===== src/rtl/board_pkg.sv =====
// -----------------------------------------------------------------------------
// board_pkg
//   Board-level constants shared by the input front end and its users.
//   - CLK_HZ / DEBOUNCE_MS : clock rate and debounce window. The top level
//     derives its default debounce cycle count from these.
//   - SW0..SW3, BTNC       : bit positions of each input in the conditioned
//     vector.
//   - chan_out_t           : bundle of per-channel conditioned outputs.
// -----------------------------------------------------------------------------
package board_pkg;

    localparam int CLK_HZ      = 100_000_000;
    localparam int DEBOUNCE_MS = 10;

    // Default channel mapping: slide switches first, centre button on top.
    localparam int SW0  = 0;
    localparam int SW1  = 1;
    localparam int SW2  = 2;
    localparam int SW3  = 3;
    localparam int BTNC = 4;

    // Conditioned view of one input channel.
    typedef struct packed {
        logic level;   // debounced stable level
        logic rise;    // one-cycle pulse on accepted 0->1
        logic fall;    // one-cycle pulse on accepted 1->0
        logic toggle;  // flips on every accepted rise
    } chan_out_t;

    // Number of clock cycles in a debounce window of 'ms' milliseconds.
    function automatic int debounce_cycles(input int clk_hz, input int ms);
        return clk_hz / 1000 * ms;
    endfunction

endpackage


===== src/rtl/debounce_channel.sv =====
// -----------------------------------------------------------------------------
// debounce_channel
//   One input bit: two-flop synchronizer, stability counter, debounced level,
//   registered rise/fall pulses and a toggle that flips on every rise.
//
//   Parameters
//     DEBOUNCE_CYCLES : consecutive cycles the synchronized input must differ
//                       from the current level before it is accepted (>= 2)
//     RESET_LEVEL     : value of the synchronizer and level during reset
//   Ports
//     clk_i   : system clock
//     rst_ni  : asynchronous active-low reset
//     raw_i   : unsynchronized pin value
//     out_o   : conditioned outputs (level/rise/fall/toggle), all registered
// -----------------------------------------------------------------------------
module debounce_channel
    import board_pkg::*;
#(
    parameter int   DEBOUNCE_CYCLES = 1_000_000,
    parameter logic RESET_LEVEL     = 1'b0
) (
    input  logic      clk_i,
    input  logic      rst_ni,
    input  logic      raw_i,
    output chan_out_t out_o
);

    localparam int                CNT_W   = $clog2(DEBOUNCE_CYCLES);
    // Counter only ever reaches DEBOUNCE_CYCLES-1, which always fits in CNT_W.
    localparam logic [CNT_W-1:0]  CNT_MAX = CNT_W'(DEBOUNCE_CYCLES - 1);

    logic             sync1_q, sync2_q;
    logic [CNT_W-1:0] cnt_q,    cnt_d;
    logic             level_q,  level_d;
    logic             rise_q,   rise_d;
    logic             fall_q,   fall_d;
    logic             toggle_q, toggle_d;

    // Stability counter: counts consecutive cycles where the synchronized
    // input disagrees with the accepted level. Any agreement (bounce back)
    // restarts it. The cycle that would make it reach DEBOUNCE_CYCLES
    // instead commits the new level and fires the matching pulse.
    always_comb begin
        cnt_d    = cnt_q;
        level_d  = level_q;
        rise_d   = 1'b0;
        fall_d   = 1'b0;
        toggle_d = toggle_q;

        if (sync2_q == level_q) begin
            cnt_d = '0;
        end else if (cnt_q == CNT_MAX) begin
            cnt_d    = '0;
            level_d  = sync2_q;
            rise_d   = sync2_q;
            fall_d   = ~sync2_q;
            toggle_d = toggle_q ^ sync2_q;   // only a rise flips it
        end else begin
            cnt_d = cnt_q + 1'b1;
        end
    end

    always_ff @(posedge clk_i or negedge rst_ni) begin
        if (!rst_ni) begin
            sync1_q  <= RESET_LEVEL;
            sync2_q  <= RESET_LEVEL;
            cnt_q    <= '0;
            level_q  <= RESET_LEVEL;
            rise_q   <= 1'b0;
            fall_q   <= 1'b0;
            toggle_q <= 1'b0;
        end else begin
            sync1_q  <= raw_i;
            sync2_q  <= sync1_q;
            cnt_q    <= cnt_d;
            level_q  <= level_d;
            rise_q   <= rise_d;
            fall_q   <= fall_d;
            toggle_q <= toggle_d;
        end
    end

    assign out_o.level  = level_q;
    assign out_o.rise   = rise_q;
    assign out_o.fall   = fall_q;
    assign out_o.toggle = toggle_q;

endmodule


===== src/rtl/input_conditioner.sv =====
// -----------------------------------------------------------------------------
// input_conditioner
//   Front end for the board's slide switches and push buttons. Each raw pin is
//   synchronized to CLK100MHZ and debounced independently; channels never
//   interact, so several may pulse on the same edge. All outputs are
//   registered - there is no combinational path from raw_in.
//
//   Parameters
//     N_IN            : number of channels (default SW[3:0] + BTNC at bit 4)
//     DEBOUNCE_CYCLES : hold time in cycles before a new value is accepted
//                       (default 10 ms at 100 MHz; must be >= 2)
//     RESET_LEVEL     : per-channel level held during and after reset
//   Ports
//     CLK100MHZ  : system clock
//     CPU_RESETN : asynchronous active-low reset
//     raw_in     : unsynchronized pin values
//     level      : debounced stable levels
//     rise, fall : one-cycle pulses on accepted level changes
//     toggle     : per-channel state flipped by every rise
// -----------------------------------------------------------------------------
module input_conditioner
    import board_pkg::*;
#(
    parameter int              N_IN            = 5,
    parameter int              DEBOUNCE_CYCLES = debounce_cycles(CLK_HZ, DEBOUNCE_MS),
    parameter logic [N_IN-1:0] RESET_LEVEL     = '0
) (
    input  logic            CLK100MHZ,
    input  logic            CPU_RESETN,
    input  logic [N_IN-1:0] raw_in,
    output logic [N_IN-1:0] level,
    output logic [N_IN-1:0] rise,
    output logic [N_IN-1:0] fall,
    output logic [N_IN-1:0] toggle
);

    chan_out_t ch_out [N_IN];

    for (genvar i = 0; i < N_IN; i++) begin : g_ch
        debounce_channel #(
            .DEBOUNCE_CYCLES (DEBOUNCE_CYCLES),
            .RESET_LEVEL     (RESET_LEVEL[i])
        ) u_ch (
            .clk_i  (CLK100MHZ),
            .rst_ni (CPU_RESETN),
            .raw_i  (raw_in[i]),
            .out_o  (ch_out[i])
        );

        assign level[i]  = ch_out[i].level;
        assign rise[i]   = ch_out[i].rise;
        assign fall[i]   = ch_out[i].fall;
        assign toggle[i] = ch_out[i].toggle;
    end

endmodule

===== config.mk =====
export PLATFORM = sky130hd
export DESIGN_NAME = input_conditioner
export DESIGN_NICKNAME = d
export VERILOG_FILES = /design/src/rtl/board_pkg.sv /design/src/rtl/debounce_channel.sv /design/src/rtl/input_conditioner.sv
export SDC_FILE = /design/constraint.sdc
export NUM_CORES = 1
export LEC_CHECK = 0
export ABC_AREA = 1
export CAP_MARGIN = 20
export CORE_UTILIZATION = 30
export CTS_BUF_LIST = sky130_fd_sc_hd__clkbuf_4 sky130_fd_sc_hd__clkbuf_8
export DETAILED_ROUTE_END_ITERATION = 10
export GPL_TIMING_DRIVEN = 0
export SLEW_MARGIN = 0
export SYNTH_ARGS = -nofsm -noshare
export SYNTH_HDL_FRONTEND = slang
export SYNTH_SLANG_ARGS = --single-unit

===== constraint.sdc =====
create_clock -name CLK100MHZ -period 3.05 [get_ports CLK100MHZ]
set_input_delay 0.61 -clock CLK100MHZ [delete_from_list [all_inputs] [get_ports CLK100MHZ]]
set_output_delay 0.61 -clock CLK100MHZ [all_outputs]
set_load 0.03 [all_outputs]

Yosys cells after proc, flatten, opt, wreduce, memory -nomap -nowiden
Cells that the tools add are included.
{ "classes": {"reduce_logical": 5, "bitwise_logic": 15, "add_sub_neg": 5, "n_eq_ne": 10, "muxes": 30} }
{ "op_table": {"columns": ["cell", "count"], "rows": [
  ["$mux W20", 10],
  ["$add A20 B1 Y20 const B", 5],
  ["$eq A20 B20 Y1 const B", 5],
  ["$mux W1", 20],
  ["$not A1 Y1", 10],
  ["$reduce_and A2 Y1", 5],
  ["$eq A1 B1 Y1", 5],
  ["$xor A1 B1 Y1", 5]
]} }
{ "word_totals": {"wordCells": 100, "in_bits": 7, "output_inout_bits": 20, "register_bits": 130} }

Depth between registers and ports, before layout
Gate-level depths: netlist of run 1.
{ "depth": {"word_depth": 3, "depth_mapped": 9, "depth_no_buf": 9} }

Modules after synthesis
Synthesis of run 1 repeated with hierarchy kept, for this count alone.
{ "hier_totals": {"hier_cells": 850, "area_unflattened_um2": 6862.8} }
{ "by_module_without_submodules": {"columns": ["module", "instances", "cells_each", "area_per_inst_um2", "seq_area_each_um2"], "rows": [
  ["debounce_channel", 5, 170, 1372.6, 650.6]
]} }

Worst setup path after synthesis of run 1
OpenSTA, ideal clock, no wires.
{ "synth_timing": {"path_kind": "flip-flop to flip-flop", "start": "register g_ch[3].u_ch.cnt_q[0]", "end": "register g_ch[3].u_ch.toggle_q", "required_time_ns": 2.931, "path_buffers": 0, "setup_ns": 0.119, "path_slack_ns": 1.725, "t_arrival_ns": 1.206, "path_stages_with_launch": 9, "path_cell_list": "dfrtp_1 > ha_1 > nand2_2 > nor2_4 > nand2_1 > nor2_1 > nand2_1 > o21ai_1 > nand2_1"} }
{ "synth_between": {"elab_chain_len": 2} }
{ "synth_rtl": {"columns": ["element", "line", "source"], "rows": [
  ["from (decl)", "debounce_channel.sv:33", "logic [CNT_W-1:0] cnt_q, cnt_d;"],
  ["from (signal assigned)", "debounce_channel.sv:75", "cnt_q <= cnt_d;"],
  ["$eq A20 B20 Y1", "debounce_channel.sv:52", "end else if (cnt_q == CNT_MAX) begin"],
  ["$reduce_and A2 Y1 (no line)", null, null],
  ["to (signal assigned)", "debounce_channel.sv:79", "toggle_q <= toggle_d;"],
  ["to (decl)", "debounce_channel.sv:37", "logic toggle_q, toggle_d;"]
]} }
Every way passes these cells.
A chain may end at the register's enable or synchronous reset.

Worst setup path after layout of run 1
{ "layout_timing": {"start": "register g_ch[3].u_ch.level_q", "end": "output port level[3]"} }
{ "layout_lines": {"columns": ["element", "line", "source"], "rows": [
  ["from (decl)", "debounce_channel.sv:34", "logic level_q, level_d;"],
  ["from (signal assigned)", "debounce_channel.sv:76", "level_q <= level_d;"],
  ["to (decl)", "input_conditioner.sv:31", "output logic [N_IN-1:0] level,"]
]} }
No word-level cell between the ends.

==> flow_summary.toml, run 1 <==
[final_layout]
diodes = 0
syn_to_final_growth_pct = 14.1
instances_no_fill = 1307
nFillCells = 2466
seq_area_mm2 = 0.00325
post-route-util_pct = 34.9
fin_nets = 990
multi_input_area_mm2 = 0.00335
stdcell_area_mm2 = 0.00819
drive_gt1_share_pct = 12.2

[floorplanning]
ios = 27
dieHeight_um = 157
fp.dieW_um = 157
rows = 56
core_area_mm2 = 0.0235
fp.dieArea_mm2 = 0.0246
initial_utilization_pct = 30.6

[synth]
syn_inst = 932
syn-cell-area_mm2 = 0.00718
syn_nets = 944
ys_dominant_reg_cell = "dfrtp_1"
synth_top_area_share_pct = 45.3
synth-seq-cells = 130
ys_top_cells_by_count = "244 x nor2_1, 168 x nand2_1, 130 x dfrtp_1, 100 x inv_1, 71 x nand3_1"
synth_edf_count = 0
synth_most_common_cell = "nor2_1"
synth_area_leaders = "dfrtp_1 45%, nor2_1 13%, nand2_1 8.8%"
yosysTopAreaCell = "dfrtp_1"
synthArstFlopShare_pct = 100
yosysSeqAreaShare_pct = 45.3
yosysWarnings = 0
synth_cell_types = 31
syn_avg_cell_area_um2 = 7.70

[critical_path]
crit_path_end_kind = "output pin"
cp_cell_sequence = "buf_4 -> clkdlybuf4s50_1"
worst_setup_path_start_kind = "flop"
crit_type = "reg2out"
cp-startpoint = "g_ch[3].u_ch.level_q"
cp.arrival_ns = 1.63
rrSetupSlack_ns = 1.44
r2r_cells = 8
cp-endpoint = "level[3]"
slowest_delay_ns = 0.67
rr_startpoint = "g_ch[3].u_ch.cnt_q[0]"
crit_path_top_delay_cell = "clkdlybuf4s50_1"
cp_max_fo = 4
r2r_end = "g_ch[3].u_ch.cnt_q[18]"
required_ns = 2.44

[detailed_routing]
drtAntennaViolNets = 0
first_pass_iters = 4
wire_per_inst_um = 11.3
drc = 0
drt_iter0_drc = 251
vias = 5655
routed_wl_um = 14700
via_per_inst = 4.33

[run_status]
status = "finished clean"

[cts]
clockBufferDepth = 2
cts.htree.levels = 4
cts_root_buf = "clkbuf_8"
clock_sinks = 130
insertion_delay_ns = 0.44
cts_buffers = 17
post_cts.repair.setup_buffers = 0
clkTransAtPathRegs_ns = 0.07
cts_tree = "built"
cts_hold_buf = 0
cts_resized = 0

[pwr]
p_total_mw = 3.15
power_density_mw_per_mm2 = 385
vdd_ir_drop_max_mv = 0.258
power_leakage_nw = 3.51

[placement]
dp_hpwl_um = 10700
finalWeightedCongestion = 0.869
place_ws_ns = 1.27
placed_cell_area_mm2 = 0.00787
place_inst = 1278
io_buffers = 26

[sta]
clock_skew_ns = 0.0121
hold_violations = 0
finalMaxSlewViolations = 0
finalWorstSetupSlack_ns = 0.813
tns_ns = 0
hold_slack_ns = 0.0520
fmax_mhz = 447
grt_setup_unrepaired = "false"
fin_crit_ns = 2.24
maxSlewHeadroom_pct = 61.5
finalCritPeriodShare_pct = 73.3
tightest_slew_ns = 0.577
setup_viol = 0

[min_path]
hold_path_class = "in2async"

[global_routing]
grt_pass1_vias = 5597
antenna_found_initial = 0
overflow = 0
grt_max_degree = 97
grtUsageTotal_pct = 13.3
grt_pass1_wl_um = 26200

[run]
max_cap_viol_count = 0
==> cells in the final DEF (no fill, tap or decap), drive strengths merged <==
master	instances
nor2	275
nand2	183
dfrtp	130
inv	109
nand3	80
xor2	28
clkdlybuf4s50	25
clkbuf	25
buf	23
xnor2	20
a21oi	18
nand4	17
nor3	11
o21bai	11
o21ai	7
and2	5
ha	5
nand3b	4
clkinv	4
nor3b	3
or2	2
clkinvlp	2
a31oi	1
==> logic make-up (layout without fill, tap and decap cells) <==
kind of cell	after synthesis	in the layout	share of synthesized area [%]
AO/OA/AOI/OAI	37	37	3.09
adder cells (fa/ha/maj)	5	5	0.872
flip-flops	130	130	45.3
XOR/XNOR	48	48	5.86
buffers and inverters	132	188	8.05
AND/OR/NAND/NOR	580	580	36.8
==> metal layers <==
layer	GRT usage [%]	part of all wire (%)
met5	0	0
met4	4.48	0.58
met3	2.69	3.1
met2	21.7	47
met1	17.6	50
==> critical path: cells and delay by family (launching register included) <==
kind / cells / cell delay [ns]
flip-flops: 1 / 0.38
buffers and inverters: 2 / 0.81
==> how the worst min path moves through the flow <==
stage,startpoint,end,slack (ns),cells past startpoint
final,CPU_RESETN,g_ch[2].u_ch.cnt_q[12],0.05,1
after global routing,CPU_RESETN,g_ch[2].u_ch.cnt_q[12],0.05,1
after floorplan,CPU_RESETN,g_ch[0].u_ch.cnt_q[0],0.31,0
after CTS,CPU_RESETN,g_ch[2].u_ch.cnt_q[12],0.04,1
after global placement,g_ch[1].u_ch.sync1_q,g_ch[1].u_ch.sync2_q,0.33,0
after detailed placement,g_ch[4].u_ch.sync1_q,g_ch[4].u_ch.sync2_q,0.34,0
==> registers in the layout (all words and copies together), names as in the netlist <==
register and count:
g_ch.u_ch.rise_q 5, g_ch.u_ch.sync1_q 5, g_ch.u_ch.level_q 5, g_ch.u_ch.fall_q 5, g_ch.u_ch.sync2_q 5, g_ch.u_ch.toggle_q 5
g_ch.u_ch.cnt_q 100
==> layout make-up <==
class | count | area share (%)
Buffer | 23 | 2.06
Clock buffer | 23 | 3.56
Clock inverter | 6 | 0.428
Inverter | 109 | 4.99
Multi-Input combinational cell | 670 | 40.9
Sequential cell | 130 | 39.7
Tap cell | 319 | 4.87
Timing Repair Buffer | 27 | 3.53
==> report_power, final <==
part | internal (mW) | leakage, nW | switching [mW]
Combinational | 0.0342 | 1.56 | 0.0866
Sequential | 1.75 | 1.78 | 0.0207
Clock | 0.621 | 0.171 | 0.644
Total | 2.40 | 3.51 | 0.751
Power figures use the tool's default switching activity.
==> run 2: changes to the inputs <==
==> constraint.sdc (replaced) <==
create_clock -name CLK100MHZ -period 2.3 [get_ports CLK100MHZ]
set_input_delay 0.46 -clock CLK100MHZ [delete_from_list [all_inputs] [get_ports CLK100MHZ]]
set_output_delay 0.46 -clock CLK100MHZ [all_outputs]
set_load 0.03 [all_outputs]
==> flow_summary.toml, run 2 (synthesis results as in run 1) <==
[critical_path]
r2r_end = "g_ch[3].u_ch.cnt_q[18]"
worst_setup_path_start_kind = "flop"
r2r_cells = 8
worst_path_dominant_cell_family = "buffers and inverters"
rrSetupSlack_ns = 0.68
crit_path_end_kind = "output pin"
slowest_delay_ns = 0.67
rr_startpoint = "g_ch[3].u_ch.cnt_q[0]"
cp_cell_sequence = "buf_4 -> clkdlybuf4s50_1"
crit_type = "reg2out"
cp_max_fo = 4
required_ns = 1.84
crit_buf_inv = 2
crit_path_top_delay_cell = "clkdlybuf4s50_1"
cp.arrival_ns = 1.63

[cts]
clkTransAtPathRegs_ns = 0.07
cts_buffers = 17
clock_sinks = 130
clockBufferDepth = 2
cts_root_buf = "clkbuf_8"
cts_tree = "built"
insertion_delay_ns = 0.44
cts.htree.levels = 4

[final_layout]
fin_nets = 991
drive_gt1_share_pct = 12.2
largest_reg_flops = 100
syn_to_final_growth_pct = 14.3
multi_input_area_mm2 = 0.00335
nFillCells = 2465
final_cell_mix = "244 x nor2_1, 168 x nand2_1, 130 x dfrtp_1"
diodes = 0
regMostFlops = "g_ch.u_ch.cnt_q"
final_common_cell = "nor2_1"
seq_area_mm2 = 0.00325

[sta]
clock_skew_ns = 0.0122
setup_viol = 0
fin_crit_ns = 2.09
hold_violations = 0
grt_setup_unrepaired = "false"
fmax_mhz = 479
finalCritPeriodShare_pct = 90.9
finalWorstSetupSlack_ns = 0.210
tightest_slew_ns = 0.570
finalMaxSlewViolations = 0
maxSlewHeadroom_pct = 62.0
tns_ns = 0
hold_slack_ns = 0.351

[pwr]
power_density_mw_per_mm2 = 510
vdd_ir_drop_max_mv = 0.343
power_leakage_nw = 3.52

[floorplanning]
ios = 27
core_area_mm2 = 0.0235
fp.dieW_um = 157
rows = 56
dieHeight_um = 157
initial_utilization_pct = 30.6
fp.dieArea_mm2 = 0.0246

[global_routing]
grtUsageTotal_pct = 13.3
grt_pass1_wl_um = 26200
grt_pass1_vias = 5603
grt_max_degree = 97
antenna_found_initial = 0
overflow = 0

[run_status]
status = "finished clean"

[detailed_routing]
vias = 5659
routed_wl_um = 14800
drt_iter0_drc = 245
drc = 0
first_pass_iters = 4
wire_per_inst_um = 11.3
via_per_inst = 4.33
drtAntennaViolNets = 0

[placement]
io_buffers = 26
place_ws_ns = 0.660
dp_hpwl_um = 10700
finalWeightedCongestion = 0.869

[min_path]
holdPathEnd = "g_ch[4].u_ch.sync2_q"
min_from = "g_ch[4].u_ch.sync1_q"
whs_path_depth = 0
hold_path_class = "reg2reg"

[run]
max_cap_viol_count = 0
run 2: cell types whose count changed in the layout (fill, tap and decap cells not counted):
cell and change:
dlygate4sd3_1 +1
run 2: per-stage QoR:
| step | instances | cell area (um2) | power (mW) | utilization, % |
|---|---|---|---|---|
| global route | 1308 | 8200 | 4.38 | 34.9 |
| CTS | 1308 | 8200 | 4.26 | 34.9 |
| finish | 1308 | 8200 | 4.18 | 34.9 |
| floorplan | 932 | 7180 | 2.46 | - |
| detailed placement | 1278 | 7870 | 2.55 | 33.5 |
| global placement | 1277 | 7840 | 2.54 | 33.4 |
run 2: worst reg2reg max path: cells and delay by family (launching register included):
family	cells	cell delay, ns
fa+ha+maj	1	0.25
flops	1	0.39
simple gates	7	0.89
run 2: routing by layer:
metal	GRT usage [%]	vias up	wire length (um)
met5	0	-	0
met4	4.48	0	85
met3	2.69	8	431
met2	21.7	73	6890
met1	17.6	2612	7360
li1	-	2966	-
run 2: repair_timing:
item / in CTS / in global routing
hold buffers: 1 / 0
gates resized for setup: 0 / 0
buffers inserted: 0 / 0
endpoints found under the hold margin: 34 / 0
run 2: worst max-delay path by stage:
stage,to,cells past startpoint,startpoint,slack (ns)
2_1_floorplan,g_ch[3].u_ch.toggle_q,8,g_ch[3].u_ch.cnt_q[0],0.97
3_3_place_gp,g_ch[0].u_ch.sync1_q,1,CPU_RESETN,-4.63
3_5_place_dp,g_ch[3].u_ch.cnt_q[18],6,g_ch[3].u_ch.level_q,0.66
4_1_cts,level[3],2,g_ch[3].u_ch.level_q,0.16
5_1_grt,level[3],2,g_ch[3].u_ch.level_q,0.14
6_report,level[3],2,g_ch[3].u_ch.level_q,0.21
run 2: final cells by class:
| type | instances | area share (%) |
|---|---|---|
| Multi-Input combinational cell | 670 | 40.8 |
| Buffer | 23 | 2.06 |
| Sequential cell | 130 | 39.7 |
| Clock buffer | 23 | 3.55 |
| Tap cell | 319 | 4.87 |
| Clock inverter | 6 | 0.427 |
| Timing Repair Buffer | 28 | 3.65 |
| Inverter | 109 | 4.99 |
run 2: report_power, final:
part / total [mW] / internal (mW) / switching, mW / leakage (nW)
logic: 0.162 / 0.0465 / 0.115 / 1.57
clock network: 1.68 / 0.823 / 0.853 / 0.171
registers: 2.34 / 2.32 / 0.0275 / 1.78
